File: config.mk
export PLATFORM = sky130hd
export DESIGN_NAME = mem_arbiter
export DESIGN_NICKNAME = d
export VERILOG_FILES = /design/src/rtl/mem_arb_pkg.sv /design/src/rtl/mem_arb_pick.sv /design/src/rtl/mem_arbiter.sv
export SDC_FILE = /design/constraint.sdc
export NUM_CORES = 1
export LEC_CHECK = 0
export ABC_AREA = 0
export CORE_MARGIN = 5
export CORE_UTILIZATION = 41
export CTS_BUF_LIST = sky130_fd_sc_hd__clkbuf_4
export DETAILED_ROUTE_END_ITERATION = 8
export GPL_ROUTABILITY_DRIVEN = 0
export PLACE_DENSITY = 0.83
export SETUP_SLACK_MARGIN = 0.15
export SYNTH_ARGS = -nofsm -noshare
export SYNTH_HDL_FRONTEND = slang
export SYNTH_SLANG_ARGS = --single-unit
File: constraint.sdc
create_clock -name clk -period 2.2 [get_ports clk]
set_clock_uncertainty 0.1 [all_clocks]
set_input_delay 0.33 -clock clk [delete_from_list [all_inputs] [get_ports clk]]
set_output_delay 0.33 -clock clk [all_outputs]
set_load 0.05 [all_outputs]
File: src/rtl/mem_arb_pkg.sv
// mem_arb_pkg: shared state encoding and requester IDs for the memory arbiter.
package mem_arb_pkg;
    typedef enum logic [1:0] {
        IDLE = 2'd0,
        ACC  = 2'd1,
        DONE = 2'd2
    } state_t;
    localparam logic REQ_CPU = 1'b0;
    localparam logic REQ_DBG = 1'b1;
endpackage

File: src/rtl/mem_arb_pick.sv
// mem_arb_pick: combinational winner selection between CPU and debug requests.
// MEM_ARB_DBG_PRIORITY_EN selects fixed debug priority instead of round-robin.
module mem_arb_pick
    import mem_arb_pkg::*;
(
    input  logic cpu_req,
    input  logic dbg_req,
    input  logic last,
    output logic any,
    output logic win
);
    assign any = cpu_req | dbg_req;
`ifdef MEM_ARB_DBG_PRIORITY_EN
    logic unused_last;
    assign unused_last = last;
    assign win = dbg_req ? REQ_DBG : REQ_CPU;
`else
    // On a tie the side that did not win last time gets the grant
    assign win = (cpu_req && dbg_req) ? ~last : (dbg_req ? REQ_DBG : REQ_CPU);
`endif
endmodule

File: src/rtl/mem_arbiter.sv
// mem_arbiter: req/ack arbiter sharing one synchronous RAM between CPU and debug port.
// Define MEM_ARB_DBG_PRIORITY_EN for fixed debug priority instead of round-robin.
module mem_arbiter
    import mem_arb_pkg::*;
#(
    parameter int ADDR_W = 8,
    parameter int DATA_W = 16
) (
    input  logic              clk,
    input  logic              reset,
    input  logic              cpu_req,
    input  logic              cpu_we,
    input  logic [15:0]       cpu_addr,
    input  logic [DATA_W-1:0] cpu_din,
    output logic              cpu_ack,
    output logic [DATA_W-1:0] cpu_dout,
    input  logic              dbg_req,
    input  logic              dbg_we,
    input  logic [15:0]       dbg_addr,
    input  logic [DATA_W-1:0] dbg_din,
    output logic              dbg_ack,
    output logic [DATA_W-1:0] dbg_dout,
    output logic              ram_we,
    output logic [ADDR_W-1:0] ram_addr,
    output logic [DATA_W-1:0] ram_din,
    input  logic [DATA_W-1:0] ram_dout,
    output logic              owner,
    output logic              busy
);
    state_t state, state_n;
    logic any, win, acc_we, acc_we_n, owner_n, ram_we_n, cpu_ack_n, dbg_ack_n, busy_n;
    logic [ADDR_W-1:0] ram_addr_n;
    logic [DATA_W-1:0] ram_din_n, cpu_dout_n, dbg_dout_n;

    mem_arb_pick u_pick (
        .cpu_req (cpu_req),
        .dbg_req (dbg_req),
        .last    (owner),
        .any     (any),
        .win     (win)
    );

    generate
        if (ADDR_W < 16) begin : g_trunc
            logic unused_addr_hi;
            assign unused_addr_hi = ^{cpu_addr[15:ADDR_W], dbg_addr[15:ADDR_W]};
        end
    endgenerate

    always_ff @(posedge clk or posedge reset) begin
        if (reset) begin
            state    <= IDLE;
            owner    <= REQ_DBG;
            acc_we   <= 1'b0;
            ram_we   <= 1'b0;
            ram_addr <= '0;
            ram_din  <= '0;
            cpu_ack  <= 1'b0;
            dbg_ack  <= 1'b0;
            cpu_dout <= '0;
            dbg_dout <= '0;
            busy     <= 1'b0;
        end else begin
            state    <= state_n;
            owner    <= owner_n;
            acc_we   <= acc_we_n;
            ram_we   <= ram_we_n;
            ram_addr <= ram_addr_n;
            ram_din  <= ram_din_n;
            cpu_ack  <= cpu_ack_n;
            dbg_ack  <= dbg_ack_n;
            cpu_dout <= cpu_dout_n;
            dbg_dout <= dbg_dout_n;
            busy     <= busy_n;
        end
    end

    always_comb begin
        state_n    = state;
        owner_n    = owner;
        acc_we_n   = acc_we;
        ram_we_n   = 1'b0;
        ram_addr_n = ram_addr;
        ram_din_n  = ram_din;
        cpu_ack_n  = 1'b0;
        dbg_ack_n  = 1'b0;
        cpu_dout_n = cpu_dout;
        dbg_dout_n = dbg_dout;
        case (state)
            IDLE: if (any) begin
                state_n    = ACC;
                owner_n    = win;
                ram_we_n   = win ? dbg_we : cpu_we;
                acc_we_n   = ram_we_n;
                ram_addr_n = win ? dbg_addr[ADDR_W-1:0] : cpu_addr[ADDR_W-1:0];
                ram_din_n  = win ? dbg_din : cpu_din;
            end
            ACC: begin
                state_n   = DONE;
                cpu_ack_n = owner == REQ_CPU;
                dbg_ack_n = owner == REQ_DBG;
            end
            DONE: begin
                // RAM read data is valid now; capture it for the owner on the way out
                state_n    = IDLE;
                cpu_dout_n = (!acc_we && owner == REQ_CPU) ? ram_dout : cpu_dout;
                dbg_dout_n = (!acc_we && owner == REQ_DBG) ? ram_dout : dbg_dout;
            end
            default: state_n = IDLE;
        endcase
        busy_n = state_n != IDLE;
    end
endmodule

=== Word level (Yosys, flattened, before mapping) ===
Cells that the tools add are included.

* Bitwise operators: 2
* Equality and inequality tests: 2
* Reduce and logical (&&, ||, !) cells: 9
* Mux-type cells: 11

{| class="wikitable"
|+ Operators with widths
! kind !! count
|-
| 16-bit two-way mux || 1
|-
| 8-bit two-way mux || 1
|-
| 1-bit two-way mux || 7
|-
| 2-bit AND reduction || 3
|-
| 2-bit one-hot mux with 2 select lines || 1
|-
| 1-bit logical AND || 3
|-
| 2-bit by 1-bit == test with 1-bit output, second input constant || 1
|-
| 2-bit == test, second input constant || 1
|-
| 2-bit zero test || 1
|-
| 2-bit two-way mux || 1
|-
| 2-bit nonzero test || 1
|-
| 1-bit zero test || 1
|-
| 1-bit inverter || 1
|-
| 1-bit OR || 1
|}

* Register bits after elaboration: 64

=== Depth between registers and ports, before layout ===
Gate-level depths: netlist of the first run.

* Word-level depth: 5
* Depth in mapped cells: 5
* Depth with buffers taken out: 3

=== By module ===
From an unflattened synthesis of the first run, not the netlist that was laid out.

* Cell total of the unflattened synthesis: 169
* Area total of the unflattened synthesis: 2695.1 um^2

{| class="wikitable"
|+ By module, submodules not included
! module !! times used !! sequential area each (um^2) !! cells each !! area an instance (um^2)
|-
| mem_arbiter || 1 || 1602.8 || 167 || 2681.3
|-
| mem_arb_pick || 1 || 0.0 || 2 || 13.8
|}

=== Worst setup path after synthesis of the first run ===
OpenSTA, ideal clock, no wires.

* Path kind: flip-flop to flip-flop
* Start point: reg owner
* End point: reg dbg_dout[0]
* Arrival time: 1784 ps
* Setup time: 125 ps
* Stages on the path, launching flop included: 5
* Buffers on the path: 1
* Setup slack: 191 ps
* Required time: 1975 ps
* Clock period less this slack: 2009 ps
* Cell sequence: dfstp_2 > inv_2 > nor4b_4 > buf_8 > mux2_4

* Word-level cells in the longest chain between the ends: 2

{| class="wikitable"
|+ RTL lines
! what !! line !! text
|-
| from (decl) || mem_arbiter.sv:27 || <nowiki>output logic owner,</nowiki>
|-
| from (signal assigned) || mem_arbiter.sv:65 || <nowiki>owner <= owner_n;</nowiki>
|-
| 1-bit logical AND || mem_arbiter.sv:107 || <nowiki>dbg_dout_n = (!acc_we && owner == REQ_DBG) ? ram_dout : dbg_dout;</nowiki>
|-
| 2-bit AND reduction (no line) || - ||
|-
| to (signal assigned) || mem_arbiter.sv:73 || <nowiki>dbg_dout <= dbg_dout_n;</nowiki>
|-
| to (decl) || mem_arbiter.sv:22 || <nowiki>output logic [DATA_W-1:0] dbg_dout,</nowiki>
|}

No other way between the ends.
A chain may end at the register's enable or synchronous reset.

=== Worst setup path in the final report of the first run ===
* Start point: reg ram_addr[6]
* End point: out ram_addr[6]

{| class="wikitable"
|+ RTL lines
! what !! line !! text
|-
| from (decl) || mem_arbiter.sv:24 || <nowiki>output logic [ADDR_W-1:0] ram_addr,</nowiki>
|-
| from (signal assigned) || mem_arbiter.sv:68 || <nowiki>ram_addr <= ram_addr_n;</nowiki>
|}

No word-level cell between the ends.

==> results.json, run 1 <==
{
  "max_stage_delay_ns": 0.81,
  "hold_class": "input port to async pin",
  "drc": 0,
  "ys_seq_area_frac": 0.5646,
  "finalSetupViolations": 0,
  "cts.sinks": 64,
  "leakagePower_nw": 2.440,
  "r2r_start": "owner",
  "finalHoldViolCount": 0,
  "ir_worst_vdd_mv": 0.9080,
  "nFillCells": 486,
  "hpwl_mm": 5.330,
  "synth_cell_type_count": 17,
  "criticalPathCategory": "register to output port",
  "rows": 30,
  "slew_headroom": 0.6389,
  "p_total_mw": 7.710,
  "start_kind": "register",
  "critical_path_buf_inv_count": 1,
  "grt_pass1_wl_mm": 10.96,
  "r2r_end": "ram_addr[6]",
  "routed_wl_mm": 6.915,
  "postCtsSetupRepairBufs": 0,
  "groute.usage.overall": 0.1648,
  "final_util": 0.6813,
  "synthToLayoutAreaGrowth_pct": 62.14,
  "floorplan.initialDensity": 0.4202,
  "pin_count": 147,
  "synth_nets": 254,
  "root_buffer": "clkbuf_4",
  "cp_cell_sequence": "clkdlybuf4s50_1",
  "antenna_found_initial": 0,
  "drt_iter0_markers": 34,
  "antenna_left": 0,
  "cts.reportedPaths.clkPinSlew_ns": 0.12,
  "htreeDepth": 3,
  "cts_buffers": 9,
  "grt_max_degree": 23,
  "fp.coreArea_um2": 6756,
  "switching_power_mw": 3.487,
  "ys.warnings.count": 0,
  "worst_pin_slew_ns": 0.5408,
  "fp.dieArea_um2": 8688,
  "routed-wl-met3_um": 589,
  "clk_latency_ns": 0.38,
  "rsz0062_at_grt": "no",
  "viasPerCell": 4.841,
  "fin_ws_ns": 0.2109,
  "met2_length_mm": 3.526,
  "wl_per_cell_um": 17.46,
  "drt-pass1-iter-count": 4,
  "worstSetupEndpointType": "output port",
  "p_seq_frac": 0.272,
  "cp.required_ns": 1.77,
  "rr_worst_depth": 4,
  "maxCapViolCount": 0,
  "synth_edf_count": 0,
  "ys_top_cells_by_area": "dfrtp_1 56%, mux2_2 21%, mux2_4 15%, nor4b_4 1.7%, buf_6 1.6%",
  "cpLargestDelayFamily": "buffers and inverters",
  "port_buffers": 130,
  "synth_seq_cells": 64,
  "combinationalPowerShare": 0.581,
  "vias": 1917,
  "power_density_nw_per_um2": 1675,
  "fin_tns_setup_ns": 0,
  "synth_cells": 168,
  "grt_overflow_total": 0,
  "yosysMostFrequentCell": "dfrtp_1",
  "cp.arrival_ns": 1.56,
  "slew_viol_final": 0,
  "power_switching_share": 0.4523,
  "status": "finished, final reports clean",
  "antenna_cells": 0,
  "final.period_utilization": 0.9042,
  "synth_flop_cell": "dfrtp_1",
  "synth_top_area_frac": 0.5553,
  "max_freq_ghz": 0.5027,
  "synth_area_um2": 2839,
  "die_h_um": 93.21,
  "layout_min_cycle_time_ns": 1.989,
  "cts_hold_buffers": 0,
  "die_w_um": 93.21,
  "r2r_slack_ns": 0.38,
  "synth_top_area_cell": "dfrtp_1",
  "postSynth.asyncResetShare": 1.000,
  "crit_slowest_cell": "clkdlybuf4s50_1",
  "clk_path_buf_depth": 2,
  "drt-met1-wl_mm": 2.708,
  "crit_path_max_fanout": 2,
  "top_layer_used": "met4",
  "drive_above_1_share": 0.3608,
  "power_frac_clock": 0.148,
  "grt_pass1_vias": 2180,
  "cts_tree": "yes",
  "synth_common_cells": "63 x dfrtp_1, 52 x mux2_2, 28 x mux2_4",
  "place_ws_ns": 0.1157,
  "layout.nets": 397,
  "avgSynthCellArea_um2": 16.90,
  "cellInternalPower_mw": 4.223
}
## worst max path at each step
| stage | from | endpoint | slack (ns) | cells after the start |
|---|---|---|---|---|
| after detailed placement | dbg_req | ram_addr[6] | 0.12 | 5 |
| after floorplan | reset | acc_we | 0.17 | 1 |
| after global placement | dbg_req | ram_addr[3] | 0.15 | 5 |
| after CTS | cpu_dout[10] | cpu_dout[10] | 0.15 | 1 |
| final | ram_addr[6] | ram_addr[6] | 0.21 | 1 |
| after global routing | ram_din[0] | ram_din[0] | 0.15 | 1 |
## power groups by stage
| stage | clock network (mW) | registers [mW] | logic (mW) |
|---|---|---|---|
| global route | 1.22 | 2.17 | 4.67 |
| global placement | 0 | 2.10 | 4.52 |
| floorplan | 0 | 4.08 | 1.08 |
| finish | 1.14 | 2.09 | 4.48 |
| CTS | 1.17 | 2.13 | 4.58 |
| detailed placement | 0 | 2.15 | 4.59 |
## sequential cells by signal, summed over array words and instances (netlist names)
signal,cells
acc_we,1
busy,1
cpu_ack,1
cpu_dout,16
dbg_ack,1
dbg_dout,16
owner,1
ram_addr,8
ram_din,16
ram_we,1
state,2
## metrics by stage
step,std cells,cell area [um^2],hold WS [ns]
detailed placement,380,4280,0.3961
global route,396,4603,0.1726
floorplan,168,2839,0.3587
global placement,380,4280,0.3891
CTS,396,4486,0.1408
finish,396,4603,0.1543
## repair_timing
action | in CTS | in global routing
gates resized for setup | 4 | 47
endpoints found under the setup margin | 4 | 47
hold endpoints to repair | 0 | 0
## cell usage in the layout, fill, tap and decap left out, types with 3 or more instances in the layout
master,count
buf_12,4
buf_4,6
bufinv_16,4
clkbuf_4,9
clkdlybuf4s50_1,78
dfrtp_1,63
dlygate4sd2_1,4
dlymetal6s2s_1,47
mux2_2,52
mux2_4,28
mux2i_1,3
## cell type report
type / instances / area [um^2] / area share
clock buffer: 9 / 67.56 / 0.01468
clock inverter: 7 / 142.6 / 0.03099
inverter: 3 / 11.26 / 0.002446
multi-input combinational: 94 / 1150 / 0.2498
sequential: 64 / 1603 / 0.3482
tap: 80 / 100.1 / 0.02175
timing repair buffer: 139 / 1529 / 0.3322
## cells by family after synthesis
family	Yosys count	synth area share
mux	83	0.3649
flops	64	0.5646
simple gates	10	0.03658
buf+inv	10	0.03041
compound gates	1	0.003526
## per-layer routing
metal	global-route usage	vias up
li1	-	884
met1	0.1905	943
met2	0.2795	80
met3	0.05953	10
met4	0.06227	0
met5	0	-
Power figures use the tool's default switching activity.
==> inputs of run 2 (changes only) <==
- PLACE_DENSITY: 0.83 -> default
- PLACE_DENSITY_LB_ADDON: default -> 0.2
==> run 2 against run 1 <==
Compared with the run above: routed wire length fell by 8.5%; hold slack improved by 0.077 ns; utilization fell by 2.2 points; die area did not move; sequential share of layout area rose by 1.2 points; total power down 6.0%; flip-flop and latch count did not move; highest routed layer unchanged; largest power group unchanged.
==> results.json, run 2 (synthesized netlist as in run 1, its figures left out) <==
{
  "status": "finished, final reports clean",
  "switching_power_mw": 3.392,
  "cts_tree": "yes",
  "p_total_mw": 7.251,
  "power_frac_clock": 0.098,
  "drc": 0,
  "nFillCells": 538,
  "slew_headroom": 0.6281,
  "leakagePower_nw": 2.245,
  "port_buffers": 130,
  "hold_class": "input port to async pin",
  "placed_cells": 378,
  "layout_min_cycle_time_ns": 1.981,
  "place_area_um2": 4240,
  "fp.dieArea_um2": 8688,
  "layout.nets": 395,
  "layout_commonest_cell": "clkdlybuf4s50_1",
  "antenna_cells": 0,
  "grt_max_degree": 65,
  "crit_slowest_cell": "clkdlybuf4s50_1",
  "largest_registers": "cpu_dout x16, dbg_dout x16, ram_din x16",
  "htreeDepth": 3,
  "worstSetupEndpointType": "output port",
  "die_h_um": 93.21,
  "drive_above_1_share": 0.3450,
  "cp.required_ns": 1.77,
  "routed_wl_mm": 6.329,
  "floorplan.initialDensity": 0.4202,
  "hpwl_mm": 4.719,
  "drt-pass1-iter-count": 3,
  "viasPerCell": 4.718,
  "wl_per_cell_um": 16.10,
  "vias": 1854,
  "die_w_um": 93.21,
  "combinationalPowerShare": 0.614,
  "power_switching_share": 0.4678,
  "max_freq_ghz": 0.5047,
  "cts.sinks": 64,
  "rows": 30,
  "grt_pass1_wl_mm": 10.13,
  "groute.usage.overall": 0.1517,
  "ir_worst_vdd_mv": 0.7411,
  "final_util": 0.6589,
  "start_kind": "register",
  "worst_pin_slew_ns": 0.5569,
  "fin_ws_ns": 0.2187,
  "clk_latency_ns": 0.37,
  "cts.reportedPaths.clkPinSlew_ns": 0.10,
  "final_cell_mix": "92 x clkdlybuf4s50_1, 63 x dfrtp_1, 52 x mux2_2",
  "fp.coreArea_um2": 6756,
  "startpoint": "dbg_dout[5]",
  "pin_count": 147,
  "max_stage_delay_ns": 0.81,
  "finalSetupViolations": 0,
  "antenna_found_initial": 0,
  "cpLargestDelayFamily": "buffers and inverters",
  "crit_path_max_fanout": 2,
  "hold_ws_ns": 0.2314,
  "finalHoldViolCount": 0,
  "stdcell_area_um2": 4452,
  "cp_cell_sequence": "clkdlybuf4s50_1",
  "root_buffer": "clkbuf_4",
  "antenna_left": 0,
  "cp.arrival_ns": 1.55,
  "cts_hold_buffers": 0,
  "slew_viol_final": 0,
  "maxCapViolCount": 0,
  "fin_tns_setup_ns": 0,
  "final.period_utilization": 0.9006,
  "drt_iter0_markers": 30,
  "r2r_start": "owner",
  "cellInternalPower_mw": 3.858,
  "grt_pass1_vias": 2063,
  "place_ws_ns": 0.1045,
  "p_seq_frac": 0.288,
  "power_density_nw_per_um2": 1629,
  "critical_path_buf_inv_count": 1,
  "clk_path_buf_depth": 2,
  "cts_buffers": 9,
  "synthToLayoutAreaGrowth_pct": 56.81,
  "criticalPathCategory": "register to output port",
  "grt_overflow_total": 0,
  "instances_no_fill": 393,
  "rsz0062_at_grt": "no"
}
run 2: cell types whose count changed in the layout (fill, tap and decap cells not counted), sizes merged:
cell	change
dlygate4sd2	-4
inv	-1
bufinv	-3
buf	-2
dlymetal6s2s	-10
clkdlybuf4s50	+14
clkinv	+3
run 2: area by class of cell:
cell class	count	area [um^2]	share of cell area
multi-input cells	94	1150	0.2583
inverters	3	11.26	0.002530
repair buffers	137	1469	0.3300
flip-flops and latches	64	1603	0.3600
well taps	80	100.1	0.02248
clock buffers	9	67.56	0.01518
clock inverters	6	51.30	0.01152
run 2: routing by layer:
layer  track usage  up-vias  part of all wire
li1              -      881                 -
met1        0.1685      895              0.40
met2        0.2669       72              0.50
met3       0.06436        6             0.083
met4       0.03907        0             0.014
met5             0        -                 0
run 2: final timing paths:
kind	endpoint	slack, ns	depth (start not counted)
min in group clk	ram_din[9]	0.40	1
hold / removal	ram_din[10]	0.23	3
max in group asynchronous	owner	1.46	3
setup / recovery	dbg_dout[5]	0.22	1
setup reg to reg	dbg_dout[14]	0.36	4
hold reg to reg	ram_din[9]	0.40	1
run 2: worst register-to-register path: stages (launching register included):
cell	delay (ns)
dfstp_2	0.61
inv_2	0.08
nor4b_4	0.24
buf_4	0.33
mux2_2	0.38
run 2: what timing repair did:
action | 4_1_cts | 5_1_grt
buffers inserted | 0 | 0
gates resized for setup | 0 | 37
hold endpoints to repair | 0 | 0
setup endpoints to repair | 0 | 37
run 2: power by group through the flow:
stage	clock network (mW)	registers, mW	logic [mW]
floorplan	0	4.08	1.08
global placement	0	2.11	4.51
detailed placement	0	2.13	4.53
CTS	0.741	2.11	4.54
global route	0.807	2.17	4.64
finish	0.713	2.09	4.45
==> inputs of run 3 (changes only) <==
- SLEW_MARGIN: default -> 15
==> results of run 3 <==
The final DEF is identical to that of run 2; final timing and power are the same.
